`src/rtl/exibe_pontuacao.sv`:
```
`default_nettype none
// +--------------------------------------------------------------------------+
// | exibe_pontuacao: shows a 0..100 score on three active-low 7-seg digits,  |
// | using a serial double-dabble converter and an optional count-up roll-in. |
// | Rev 1.0                                                                  |
// +--------------------------------------------------------------------------+
module exibe_pontuacao #(
    parameter int ANIM_DIV = 500000
) (
    input  logic       clock,
    input  logic       reset,
    input  logic       carrega,
    input  logic [6:0] pontos,
    input  logic       animar,
    output logic [6:0] hex0,
    output logic [6:0] hex1,
    output logic [6:0] hex2,
    output logic       ocupado,
    output logic       pronto
);

    localparam int              c_DIV_W    = (ANIM_DIV > 1) ? $clog2(ANIM_DIV) : 1;
    localparam logic [c_DIV_W-1:0] c_DIV_LAST = c_DIV_W'(ANIM_DIV - 1);
    localparam logic [6:0]      c_MAX      = 7'd100;
    localparam logic [6:0]      c_BLANK    = 7'b1111111;

    typedef enum logic [1:0] {
        INICIAL  = 2'd0,
        CONVERTE = 2'd1,
        ESPERA   = 2'd2
    } estado_t;

    estado_t            r_estado, w_proximo;
    logic [6:0]         r_alvo, r_atual;
    logic [18:0]        r_sr;       // {bcd[11:0], binary[6:0]}
    logic [2:0]         r_iter;
    logic [c_DIV_W-1:0] r_div;
    logic [6:0]         r_hex0, r_hex1, r_hex2;
    logic               r_ocupado, r_pronto;

    logic               w_carga, w_fim_conv, w_tick;
    logic [6:0]         w_sat;
    logic [6:0]         w_inicio;
    logic [18:0]        w_aj, w_sr_prox;
    logic [3:0]         w_cent, w_dez, w_uni;

    function automatic logic [6:0] f_seg(input logic [3:0] d);
        logic [6:0] s;
        case (d)
            4'd0:    s = 7'b1000000;
            4'd1:    s = 7'b1111001;
            4'd2:    s = 7'b0100100;
            4'd3:    s = 7'b0110000;
            4'd4:    s = 7'b0011001;
            4'd5:    s = 7'b0010010;
            4'd6:    s = 7'b0000010;
            4'd7:    s = 7'b1111000;
            4'd8:    s = 7'b0000000;
            4'd9:    s = 7'b0010000;
            default: s = 7'b1111111;
        endcase
        return s;
    endfunction

    assign w_sat    = (pontos > c_MAX) ? c_MAX : pontos;
    assign w_inicio = animar ? 7'd0 : w_sat;

    // One double-dabble step: add 3 to any BCD digit >= 5, then shift left.
    always_comb begin
        w_aj = r_sr;
        for (int i = 0; i < 3; i++) begin
            if (r_sr[7+4*i +: 4] >= 4'd5) begin
                w_aj[7+4*i +: 4] = r_sr[7+4*i +: 4] + 4'd3;
            end
        end
        w_sr_prox = w_aj << 1;
    end

    assign w_cent = w_sr_prox[18:15];
    assign w_dez  = w_sr_prox[14:11];
    assign w_uni  = w_sr_prox[10:7];

    always_ff @(posedge clock) begin
        if (reset) begin
            r_estado <= INICIAL;
        end else begin
            r_estado <= w_proximo;
        end
    end

    always_comb begin
        w_proximo  = r_estado;
        w_carga    = 1'b0;
        w_fim_conv = 1'b0;
        w_tick     = 1'b0;
        case (r_estado)
            INICIAL: begin
                if (carrega) begin
                    w_carga   = 1'b1;
                    w_proximo = CONVERTE;
                end
            end
            CONVERTE: begin
                if (r_iter == 3'd6) begin
                    w_fim_conv = 1'b1;
                    w_proximo  = (r_atual == r_alvo) ? INICIAL : ESPERA;
                end
            end
            ESPERA: begin
                if (r_div == c_DIV_LAST) begin
                    w_tick    = 1'b1;
                    w_proximo = CONVERTE;
                end
            end
            default: w_proximo = INICIAL;
        endcase
    end

    always_ff @(posedge clock) begin
        if (reset) begin
            r_alvo    <= '0;
            r_atual   <= '0;
            r_sr      <= '0;
            r_iter    <= '0;
            r_div     <= '0;
            r_hex0    <= 7'b1000000;
            r_hex1    <= c_BLANK;
            r_hex2    <= c_BLANK;
            r_ocupado <= 1'b0;
            r_pronto  <= 1'b0;
        end else begin
            r_pronto  <= 1'b0;
            r_ocupado <= (w_proximo != INICIAL);
            if (w_carga) begin
                r_alvo  <= w_sat;
                r_atual <= w_inicio;
                r_sr    <= {12'd0, w_inicio};
                r_iter  <= '0;
            end else if (r_estado == CONVERTE) begin
                r_sr   <= w_sr_prox;
                r_iter <= r_iter + 3'd1;
                if (w_fim_conv) begin
                    // Blank leading zeros: hundreds only for 100, tens below 10.
                    r_hex0 <= f_seg(w_uni);
                    r_hex1 <= (w_cent == 4'd0 && w_dez == 4'd0) ? c_BLANK : f_seg(w_dez);
                    r_hex2 <= (w_cent == 4'd0) ? c_BLANK : f_seg(w_cent);
                    r_pronto <= (r_atual == r_alvo);
                    r_div    <= '0;
                end
            end else if (r_estado == ESPERA) begin
                if (w_tick) begin
                    r_atual <= r_atual + 7'd1;
                    r_sr    <= {12'd0, r_atual + 7'd1};
                    r_iter  <= '0;
                end else begin
                    r_div <= r_div + 1'b1;
                end
            end
        end
    end

    assign hex0    = r_hex0;
    assign hex1    = r_hex1;
    assign hex2    = r_hex2;
    assign ocupado = r_ocupado;
    assign pronto  = r_pronto;

endmodule
`default_nettype wire

```
`config.mk`:
```
export PLATFORM = sky130hd
export DESIGN_NAME = exibe_pontuacao
export DESIGN_NICKNAME = d
export VERILOG_FILES = /design/src/rtl/exibe_pontuacao.sv
export SDC_FILE = /design/constraint.sdc
export NUM_CORES = 1
export LEC_CHECK = 0
export CAP_MARGIN = 20
export CORE_ASPECT_RATIO = 1.4
export CORE_MARGIN = 4
export CORE_UTILIZATION = 57
export CTS_CLUSTER_SIZE = 12
export DETAILED_ROUTE_END_ITERATION = 8
export PLACE_DENSITY = 0.84
export REMOVE_ABC_BUFFERS = 1
export SLEW_MARGIN = 25
export SYNTH_ARGS = -nofsm -noshare
export SYNTH_HDL_FRONTEND = slang
export SYNTH_SLANG_ARGS = --single-unit
```
`constraint.sdc`:
```
create_clock -name clock -period 2.66 [get_ports clock]
set_clock_uncertainty 0.1 [all_clocks]
set_input_delay 0.266 -clock clock [delete_from_list [all_inputs] [get_ports clock]]
set_output_delay 0.266 -clock clock [all_outputs]
set_load 0.05 [all_outputs]
```
Yosys cells after proc, flatten, opt, wreduce, memory -nomap -nowiden:

Memories as Yosys holds them, arrays and structs flattened. A register that Yosys moved wholly into a read port is not among the register bits.
Index checks and enable logic that the tools add are counted.

* equality and inequality tests: 8
* multiplexer cells: 33
* shifts and indexed selects: 0
* reduce and logical (&&, ||, !) cells: 18
* $mul: 0
* $lt $le $gt $ge: 4
* bitwise gates (word level): 3
* divide/modulo/power cells: 0
* add/sub/neg operators: 6

Operators by type and width (number)
* $mux 19: 7
* $mux 7: 9
* $add 19x1->19 const B: 1
* $eq 19x19->1 const B: 1
* $ge 4x3->1 const B: 3
* $mux 3: 4
* $reduce_bool 2->1: 5
* $add 4x2->4 const B: 2
* $logic_not 4->1: 2
* $mux 2: 4
* $mux 4: 2
* $add 7x1->7 const B: 1
* $eq 7x7->1: 1
* $gt 7x7->1 const B: 1
* $mux 1: 6
* $pmux 2 s3: 1
* $reduce_and 3->1: 2
* $reduce_bool 3->1: 2
* $ne 2x2->1 const B: 2
* $reduce_and 2->1: 2
* $reduce_and 4->1: 1
* $reduce_or 4->1: 1
* $add 3x1->3 const B: 1
* $add 3x2->3 const B: 1
* 8 further kinds: 10

* bits in latches: 0
* flip-flop bits (word level): 73
* input bits: 11
* output and inout bits: 23
* ROM bits: 336
* RAM bits: 0
* logic and storage cells: 86
* memories: 3

Memories
* (name not given): depth 16, bits a word 7, read ports 1, clocked after Yosys merged registers in 1, write ports 0, RTL line 49 `case (d)`
* (name not given): depth 16, bits a word 7, read ports 1, clocked after Yosys merged registers in 0, write ports 0, RTL line 49
* (name not given): depth 16, bits a word 7, read ports 1, clocked after Yosys merged registers in 0, write ports 0, RTL line 49

Logic depth before layout (Yosys ltp):

Gate-level depths: netlist (run 1).

* depth after elaboration: 7
* gate-level depth with buffers: 10
* gate-level depth less buffers: 10

Least setup slack after synthesis (run 1):

OpenSTA, ideal clock, no wires.

* kind: register to register
* start: reg r_sr[15]
* end: reg r_hex1[0] (netlist: hex1[0])
* required time: 2501 ps
* arrival time: 2079 ps
* period minus slack after synthesis: 2238 ps
* buffers on the path: 1
* stages on the path, launching flop included: 10
* slack: 422 ps
* setup time: 59 ps
* path through: dfxtp_1 clkbuf_1 inv_1 ha_1 nand2b_1 a21o_1 mux2i_1 nand4_1 o221ai_2 o22a_1

* word-level cells in the longest chain between the ends: 5
* elaborated cells between the ends (all ways): 6
* those cells by class: 1 x add/sub; 1 x order compare; 2 x mux; 2 x reduce/logical

RTL lines
* start: declaration: RTL line 35 `logic [18:0] r_sr;`
* start signal: assignment: RTL line 137 `r_sr <= {12'd0, w_inicio};`
* start signal: assignment: RTL line 140 `r_sr <= w_sr_prox;`
* start signal: assignment: RTL line 153 `r_sr <= {12'd0, r_atual + 7'd1};`
* $ge 4x3->1 / $add 3x2->3 (equally long branches): RTL line 72, 73
* $mux 3 *: RTL line 72 `if (r_sr[7+4*i +: 4] >= 4'd5) begin`
* $logic_not 4->1 *: RTL line 145 `r_hex1 <= (w_cent == 4'd0 && w_dez == 4'd0) ? c_BLANK : f_seg(w_dez);`
* $logic_and 1x1->1 *: RTL line 145
* $mux 7 *: RTL line 145
* end signal: assignment: RTL line 127 `r_hex1 <= c_BLANK;`
* end signal: assignment: RTL line 145
* end: declaration: RTL line 38 `logic [6:0] r_hex0, r_hex1, r_hex2;`

Mark *: on every way between the ends. The rest lies on a longest branch, timed or not.
A chain may end at the register's enable or synchronous reset.

Worst setup path after layout (run 1):

* start: reg r_div[0]
* end: reg r_sr[18]

* word-level cells in the longest chain between the ends: 5

RTL lines
* start: declaration: RTL line 37 `logic [c_DIV_W-1:0] r_div;`
* start signal: assignment: RTL line 156 `r_div <= r_div + 1'b1;`
* $eq 19x19->1: RTL line 110 `if (r_div == c_DIV_LAST) begin`
* $mux 1: RTL line 110
* $mux 1: RTL line 96 `case (r_estado)`
* $reduce_bool 2->1 (no source line)
* $reduce_and 2->1 (no source line)

No other way between the ends.

==> results of run 1 <==
## routing by layer
| layer | routed length, µm | share of wire | vias to the layer above | GRT usage |
|---|---|---|---|---|
| met2 | 5160 | 0.53 | 90 | 0.424 |
| met3 | 417 | 0.043 | 26 | 0.0439 |
| li1 | - | - | 1913 | - |
| met4 | 308 | 0.031 | 0 | 0.128 |
| met5 | 0 | 0 | - | 0 |
| met1 | 3930 | 0.40 | 1790 | 0.268 |
## layout by cell type (no fill, tap or decap), types with 3 or more instances in the layout
master,n
sky130_fd_sc_hd__nor3b_1,3
sky130_fd_sc_hd__nor3_1,10
sky130_fd_sc_hd__and3_1,8
sky130_fd_sc_hd__o211ai_1,4
sky130_fd_sc_hd__xnor2_1,22
sky130_fd_sc_hd__o21ai_0,25
sky130_fd_sc_hd__nand2b_1,8
sky130_fd_sc_hd__inv_1,13
sky130_fd_sc_hd__a21o_1,3
sky130_fd_sc_hd__mux2_2,4
sky130_fd_sc_hd__nor2_1,66
sky130_fd_sc_hd__nand4_1,7
sky130_fd_sc_hd__nand2_1,57
sky130_fd_sc_hd__a31oi_1,4
sky130_fd_sc_hd__a211oi_1,6
sky130_fd_sc_hd__o21a_1,4
sky130_fd_sc_hd__dfxtp_1,79
sky130_fd_sc_hd__o22a_1,7
sky130_fd_sc_hd__xor2_1,15
sky130_fd_sc_hd__mux2i_1,6
sky130_fd_sc_hd__a221oi_1,4
sky130_fd_sc_hd__ha_1,19
sky130_fd_sc_hd__o22ai_1,6
sky130_fd_sc_hd__clkinv_2,3
sky130_fd_sc_hd__clkbuf_8,12
sky130_fd_sc_hd__clkdlybuf4s50_1,33
sky130_fd_sc_hd__o2bb2ai_1,4
sky130_fd_sc_hd__a22o_1,10
sky130_fd_sc_hd__buf_4,15
sky130_fd_sc_hd__a21oi_1,37
sky130_fd_sc_hd__and2_1,3
sky130_fd_sc_hd__nand3_1,24
## cell type report
type | count | area share
Timing Repair Buffer | 48 | 0.0902
Tap cell | 95 | 0.0242
Multi-Input combinational cell | 401 | 0.512
Clock inverter | 3 | 0.00306
Inverter | 13 | 0.00994
Sequential cell | 80 | 0.327
Clock buffer | 13 | 0.0344
## state kept, by name (all words and copies together) (netlist names)
register and cells:
hex1 7, r_div 19, r_iter 3, hex2 7
r_sr 19, r_estado 2, r_alvo 7, pronto 1
ocupado 1, hex0 7, r_atual 7
## power breakdown
| part | leakage, nW | switching [mW] | internal (mW) | total (mW) |
|---|---|---|---|---|
| combinational | 1.11 | 0.143 | 0.0966 | 0.240 |
| sequential | 0.649 | 0.0230 | 1.22 | 1.25 |
| clock | 0.0992 | 0.422 | 0.411 | 0.833 |
## worst max-delay path, delay by kind of cell (launching register included)
family | cells | cell delay (ps)
adders and majority gates | 1 | 240
DFF | 1 | 350
and+or+nand+nor | 4 | 1030
AOI/OAI and AO/OA | 2 | 350
buffers and inverters | 1 | 280
## stage by stage
step / setup slack [ps] / hold WS, ps / power, mW
floorplan: -41.4 / 235 / 1.42
global placement: 331 / 340 / 1.51
detailed placement: 219 / 350 / 1.51
CTS: 221 / 363 / 2.34
global route: 56.7 / 399 / 2.41
finish: 252 / 359 / 2.32
## cells by family after synthesis
| group | Yosys count | synth area share |
|---|---|---|
| fa+ha+maj | 20 | 0.0584 |
| buf+inv | 34 | 0.0319 |
| simple gates | 200 | 0.220 |
| mux | 11 | 0.0271 |
| compound gates | 133 | 0.209 |
| flops | 80 | 0.378 |
| xor+xnor | 37 | 0.0764 |
## worst min-delay path by stage
| stage | to | depth (start not counted) | slack, ps | start |
|---|---|---|---|---|
| 5_1_grt | r_alvo[6] | 2 | 400 | r_alvo[6] |
| 6_report | hex0[0] | 2 | 360 | hex0[0] |
| 3_3_place_gp | hex0[3] | 2 | 340 | hex0[3] |
| 3_5_place_dp | hex0[5] | 2 | 350 | hex0[5] |
| 2_1_floorplan | r_alvo[3] | 1 | 240 | reset |
| 4_1_cts | r_sr[2] | 2 | 360 | r_sr[2] |
==> reports/results.ini, run 1 <==
[run_status]
outcome = finished, final reports clean

[clocking]
postCtsSetupBuffers = 0
worstSkewPairLatency_ps = 360
cts_sinks = 80
tritoncts_clock_tree = yes
tritoncts.num_buffers = 9
cts-root-buf = sky130_fd_sc_hd__clkbuf_8
ctsHoldBuffers = 0
cts.repair.resized = 0
clock_tree.htree_level_count = 3
worst_setup_hold_path_clk_slew_ps = 80
max-clock-path-buffers = 2

[placement]
numPortBuffers = 33
dpl.hpwl_um = 7340
dpl_cell_area_mm2 = 0.00472
place.detailed.instances = 637
gp_routability_congestion = 0.884

[synth]
synth-edff-count = 0
yosysUniqueCellTypes = 58
syn_inst = 515
yosys.cell_count.top_type = sky130_fd_sc_hd__dfxtp_1
synthDominantCellAreaShare = 0.378
synth_largest_area_cell = sky130_fd_sc_hd__dfxtp_1
ys_top_cells_by_area = sky130_fd_sc_hd__dfxtp_1 38%, sky130_fd_sc_hd__nor2_1 5.8%, sky130_fd_sc_hd__ha_1 5.6%
synth.yosys.seq_area_share = 0.378
dominantRegCellSynth = sky130_fd_sc_hd__dfxtp_1
synth-async-reset-ratio = 0
synth.ff_latch_count = 80
synth-warning-count = 0
syn_area_mm2 = 0.00424
ys_top_cells_by_count = 80 x sky130_fd_sc_hd__dfxtp_1, 66 x sky130_fd_sc_hd__nor2_1, 57 x sky130_fd_sc_hd__nand2_1, 37 x sky130_fd_sc_hd__a21oi_1, 25 x sky130_fd_sc_hd__o21ai_0
synth_area_per_cell_um2 = 8.23

[final_layout]
antenna-diode-count = 0
fin_util = 0.690
layout_nets = 583
fin_area_mm2 = 0.00491
drive_above_1_share = 0.0789
finalNonFillerCells = 653
multiInputGateArea_mm2 = 0.00251
area_growth_pct = 15.8
regArea_mm2 = 0.00160
fillCellCount = 620

[setup_path]
crit_path_start_kind = flip-flop
worstPathCellList = ha_1 -> and4_1 -> nand2_1 -> nor3_1 -> o21a_1 -> nor3_1 -> buf_4 -> a22o_1
crit_path_from = r_div[0]
critPathSlowestCell = sky130_fd_sc_hd__nor3_1
rrSetupSlack_ps = 250
critical_path.max_fanout = 7
worst-endpoint-arrival_ps = 2600
r2r_end = r_sr[18]
crit-reg2reg-launch = r_div[0]
required_ps = 2850
crit_type = flip-flop to flip-flop
crit_path_end = r_sr[18]
end_kind = flip-flop
max_stage_delay_ps = 610
worst_path_most_repeated_cell = sky130_fd_sc_hd__nor3_1
worst-r2r-cell-count = 8

[floorplanning]
effective_utilization_at_floorplan = 0.596
floorplan_row_count = 36
dieArea_mm2 = 0.00890
fp.dieH_um = 110
i_o_pins = 34
die_x_um = 80.9
core-area_mm2 = 0.00712

[pwr]
p_per_area_mw_per_mm2 = 473
vdd.ir_drop.worst_mv = 0.337
static-leakage-power_nw = 1.86

[drt]
remaining_drc_errors = 0
detail_route.first_pass.iterations = 4
via_count = 3819
routed_wl_um = 9810
viasPerCell = 5.85
drt_iter0_markers = 194
wl_per_cell_um = 15.0
ant_nets = 0

[timing]
finalCritPeriodShare = 0.905
setup_viol_count_final = 0
tightestPinTransition_ps = 782
rsz0062_at_grt = no
timing_hold_violations_final = 0
finalWorstPathRequiredPeriod_ps = 2410
drv_slew = 0
maxSlewHeadroom = 0.474
totalNegativeSetupSlack_ps = 0
top_achievable_clock_speed_mhz = 415

[grt]
first_pass_grt_wire_length_um = 16700
gr-usage-all-layers = 0.239
maximum_number_of_pins_on_one_net_before_global_route_repair = 30
antenna_found_initial = 0
grt_pass1_vias = 3707
total_overflow_reported_by_the_global_router = 0

[job]
max_cap_violations = 0

[worst_hold_path]
hold_class = flip-flop to flip-flop

Note: power is estimated with default switching activity, not from simulation.
==> inputs of run 2 (changes only) <==
--- a/config.mk
+++ b/config.mk
@@ -7,10 +7,10 @@
 export LEC_CHECK = 0
 export CAP_MARGIN = 20
 export CORE_ASPECT_RATIO = 1.4
-export CORE_MARGIN = 4
 export CORE_UTILIZATION = 57
 export CTS_CLUSTER_SIZE = 12
 export DETAILED_ROUTE_END_ITERATION = 8
+export GPL_TIMING_DRIVEN = 0
 export PLACE_DENSITY = 0.84
 export REMOVE_ABC_BUFFERS = 1
 export SLEW_MARGIN = 25
==> run 2 against run 1 <==
  * Clock power grew 26%
  * Clock-buffer cell count unchanged
  * Sequential power about the same
  * First-iteration DRC count rose by 17%
  * Final cell count shrank 2.5%
  * Via count increased by 0.29%
==> reports/results.ini, run 2 (same netlist as run 1, synthesis figures left out) <==
[setup_path]
crit-reg2reg-launch = r_estado[1]
worst-endpoint-arrival_ps = 2660
crit_type = flip-flop to flip-flop
crit_path_from = r_estado[1]
critPathSlowestCell = sky130_fd_sc_hd__ha_2
crit_path_end = hex1[2]
worstPathCellList = inv_1 -> ha_2 -> and3_1 -> nand2_2 -> nor2_2 -> o21ai_0 -> o22a_1
worst-r2r-cell-count = 7
critical_path.n_buffers_inverters = 1
max_stage_delay_ps = 490
crit_path_start_kind = flip-flop
end_kind = flip-flop
r2r_end = hex1[2]
critical_path.max_fanout = 24
required_ps = 2800
rrSetupSlack_ps = 150
worstSetupPathDepth = 7
cpLargestDelayFamily = simple AND/OR/NAND/NOR gates

[drt]
met3_wirelength_um = 365
wl_per_cell_um = 14.9
drt_iter0_markers = 227
via_count = 3830
remaining_drc_errors = 0
detail_route.first_pass.iterations = 5
viasPerCell = 6.01
routed_wl_um = 9520
routed-wl-met2_um = 4940
m1WireLength_um = 3940
ant_nets = 0
top_layer = met4

[clocking]
clock_tree.htree_level_count = 3
tritoncts.num_buffers = 9
cts-root-buf = sky130_fd_sc_hd__clkbuf_8
tritoncts_clock_tree = yes
max-clock-path-buffers = 2
worst_setup_hold_path_clk_slew_ps = 70
worstSkewPairLatency_ps = 360
cts_sinks = 80

[final_layout]
top_regs = r_div (19), r_sr (19)
layout_nets = 568
layout.cells.most_common = sky130_fd_sc_hd__dfxtp_1
fin_util = 0.690
antenna-diode-count = 0
fillCellCount = 582
fin_area_mm2 = 0.00488
area_growth_pct = 15.0
finalNonFillerCells = 637
drive_above_1_share = 0.0701
commonest_cells_after_routing_fill_and_taps_aside = 79 x sky130_fd_sc_hd__dfxtp_1, 63 x sky130_fd_sc_hd__nor2_1, 55 x sky130_fd_sc_hd__nand2_1, 37 x sky130_fd_sc_hd__a21oi_1, 32 x sky130_fd_sc_hd__clkdlybuf4s50_1

[placement]
preCtsSetupSlack_ps = -521
gp_routability_congestion = 0.880
numPortBuffers = 33
dpl_cell_area_mm2 = 0.00461
dpl.hpwl_um = 6710
place.detailed.instances = 622

[grt]
total_overflow_reported_by_the_global_router = 0
gr-usage-all-layers = 0.266
maximum_number_of_pins_on_one_net_before_global_route_repair = 39
first_pass_grt_wire_length_um = 16200
grt_pass1_vias = 3578
antenna_found_initial = 0

[timing]
layout_setup_ws_ps = 148
top_achievable_clock_speed_mhz = 398
finalWorstPathRequiredPeriod_ps = 2510
setup_viol_count_final = 0
maxSlewHeadroom = 0.418
timing_hold_violations_final = 0
tightestPinTransition_ps = 874
drv_slew = 0
rsz0062_at_grt = no
finalCritPeriodShare = 0.944

[pwr]
swShare = 0.235
vdd.ir_drop.worst_mv = 0.369
p_per_area_mw_per_mm2 = 519
static-leakage-power_nw = 1.82
seqPwrFrac = 0.493
cell_internal_pwr_mw = 1.94
share_comb_of_total_power = 0.092
sw_power_mw = 0.594
clock_power_share = 0.415

[floorplanning]
floorplan_row_count = 36
core-area_mm2 = 0.00707
die_x_um = 74.9
effective_utilization_at_floorplan = 0.600
fp.dieH_um = 104
dieArea_mm2 = 0.00779
i_o_pins = 34

[run_status]
outcome = finished, final reports clean

[worst_hold_path]
hold_class = input pin to flip-flop
whs_path_cells = 2

[job]
max_cap_violations = 0

[run 2: worst min path at each step]
stage                        from         to  slack, ps
after floorplan             reset  r_alvo[3]        240
after global placement    hex0[3]    hex0[3]        340
after detailed placement  hex0[5]    hex0[5]        350
after CTS                   reset  r_alvo[0]        340
after global routing        reset  r_alvo[0]        380
final                       reset    hex0[1]        360
[run 2: power by group through the flow]
stage | Clock, mW | Sequential, mW | Combinational [mW]
6_report | 1.05 | 1.25 | 0.234
5_1_grt | 1.12 | 1.25 | 0.258
4_1_cts | 1.07 | 1.25 | 0.232
3_5_place_dp | 0 | 1.28 | 0.228
3_3_place_gp | 0 | 1.27 | 0.220
2_1_floorplan | 0 | 1.27 | 0.150
[run 2: what timing repair did]
item | CTS | global route
hold buffers | 0 | 0
pin swaps | 0 | 0
resized for setup | 5 | 5
cloned | 0 | 0
setup buffers | 0 | 0
endpoints found under the setup margin | 33 | 14
[run 2: worst reg2reg max path, cell delays in order, from the launching register on]
cell,delay [ps]
sky130_fd_sc_hd__dfxtp_1,330
sky130_fd_sc_hd__inv_1,100
sky130_fd_sc_hd__ha_2,490
sky130_fd_sc_hd__and3_1,310
sky130_fd_sc_hd__nand2_2,220
sky130_fd_sc_hd__nor2_2,380
sky130_fd_sc_hd__o21ai_0,230
sky130_fd_sc_hd__o22a_1,230
[run 2: per-stage QoR]
stage | TNS (ps) | hold WS [ps] | power, mW
CTS | 0 | 341 | 2.55
detailed placement | -8050 | 354 | 1.50
global placement | -23310 | 339 | 1.49
finish | 0 | 359 | 2.53
global route | 0 | 376 | 2.63
floorplan | -41.4 | 235 | 1.42
[run 2: routing by layer]
layer | GRT usage | up-vias
met5 | 0 | -
met4 | 0.124 | 0
met3 | 0.0514 | 23
met2 | 0.446 | 115
met1 | 0.318 | 1804
li1 | - | 1888
[run 2: layout make-up]
class / count / area (µm²) / share of cell area
multi-input cells: 401 / 2540 / 0.521
flip-flops and latches: 80 / 1600 / 0.329
repair buffers: 33 / 325 / 0.0667
clock buffers: 13 / 179 / 0.0367
well taps: 95 / 119 / 0.0244
clock inverters: 2 / 60.1 / 0.0123
inverters: 13 / 48.8 / 0.0100
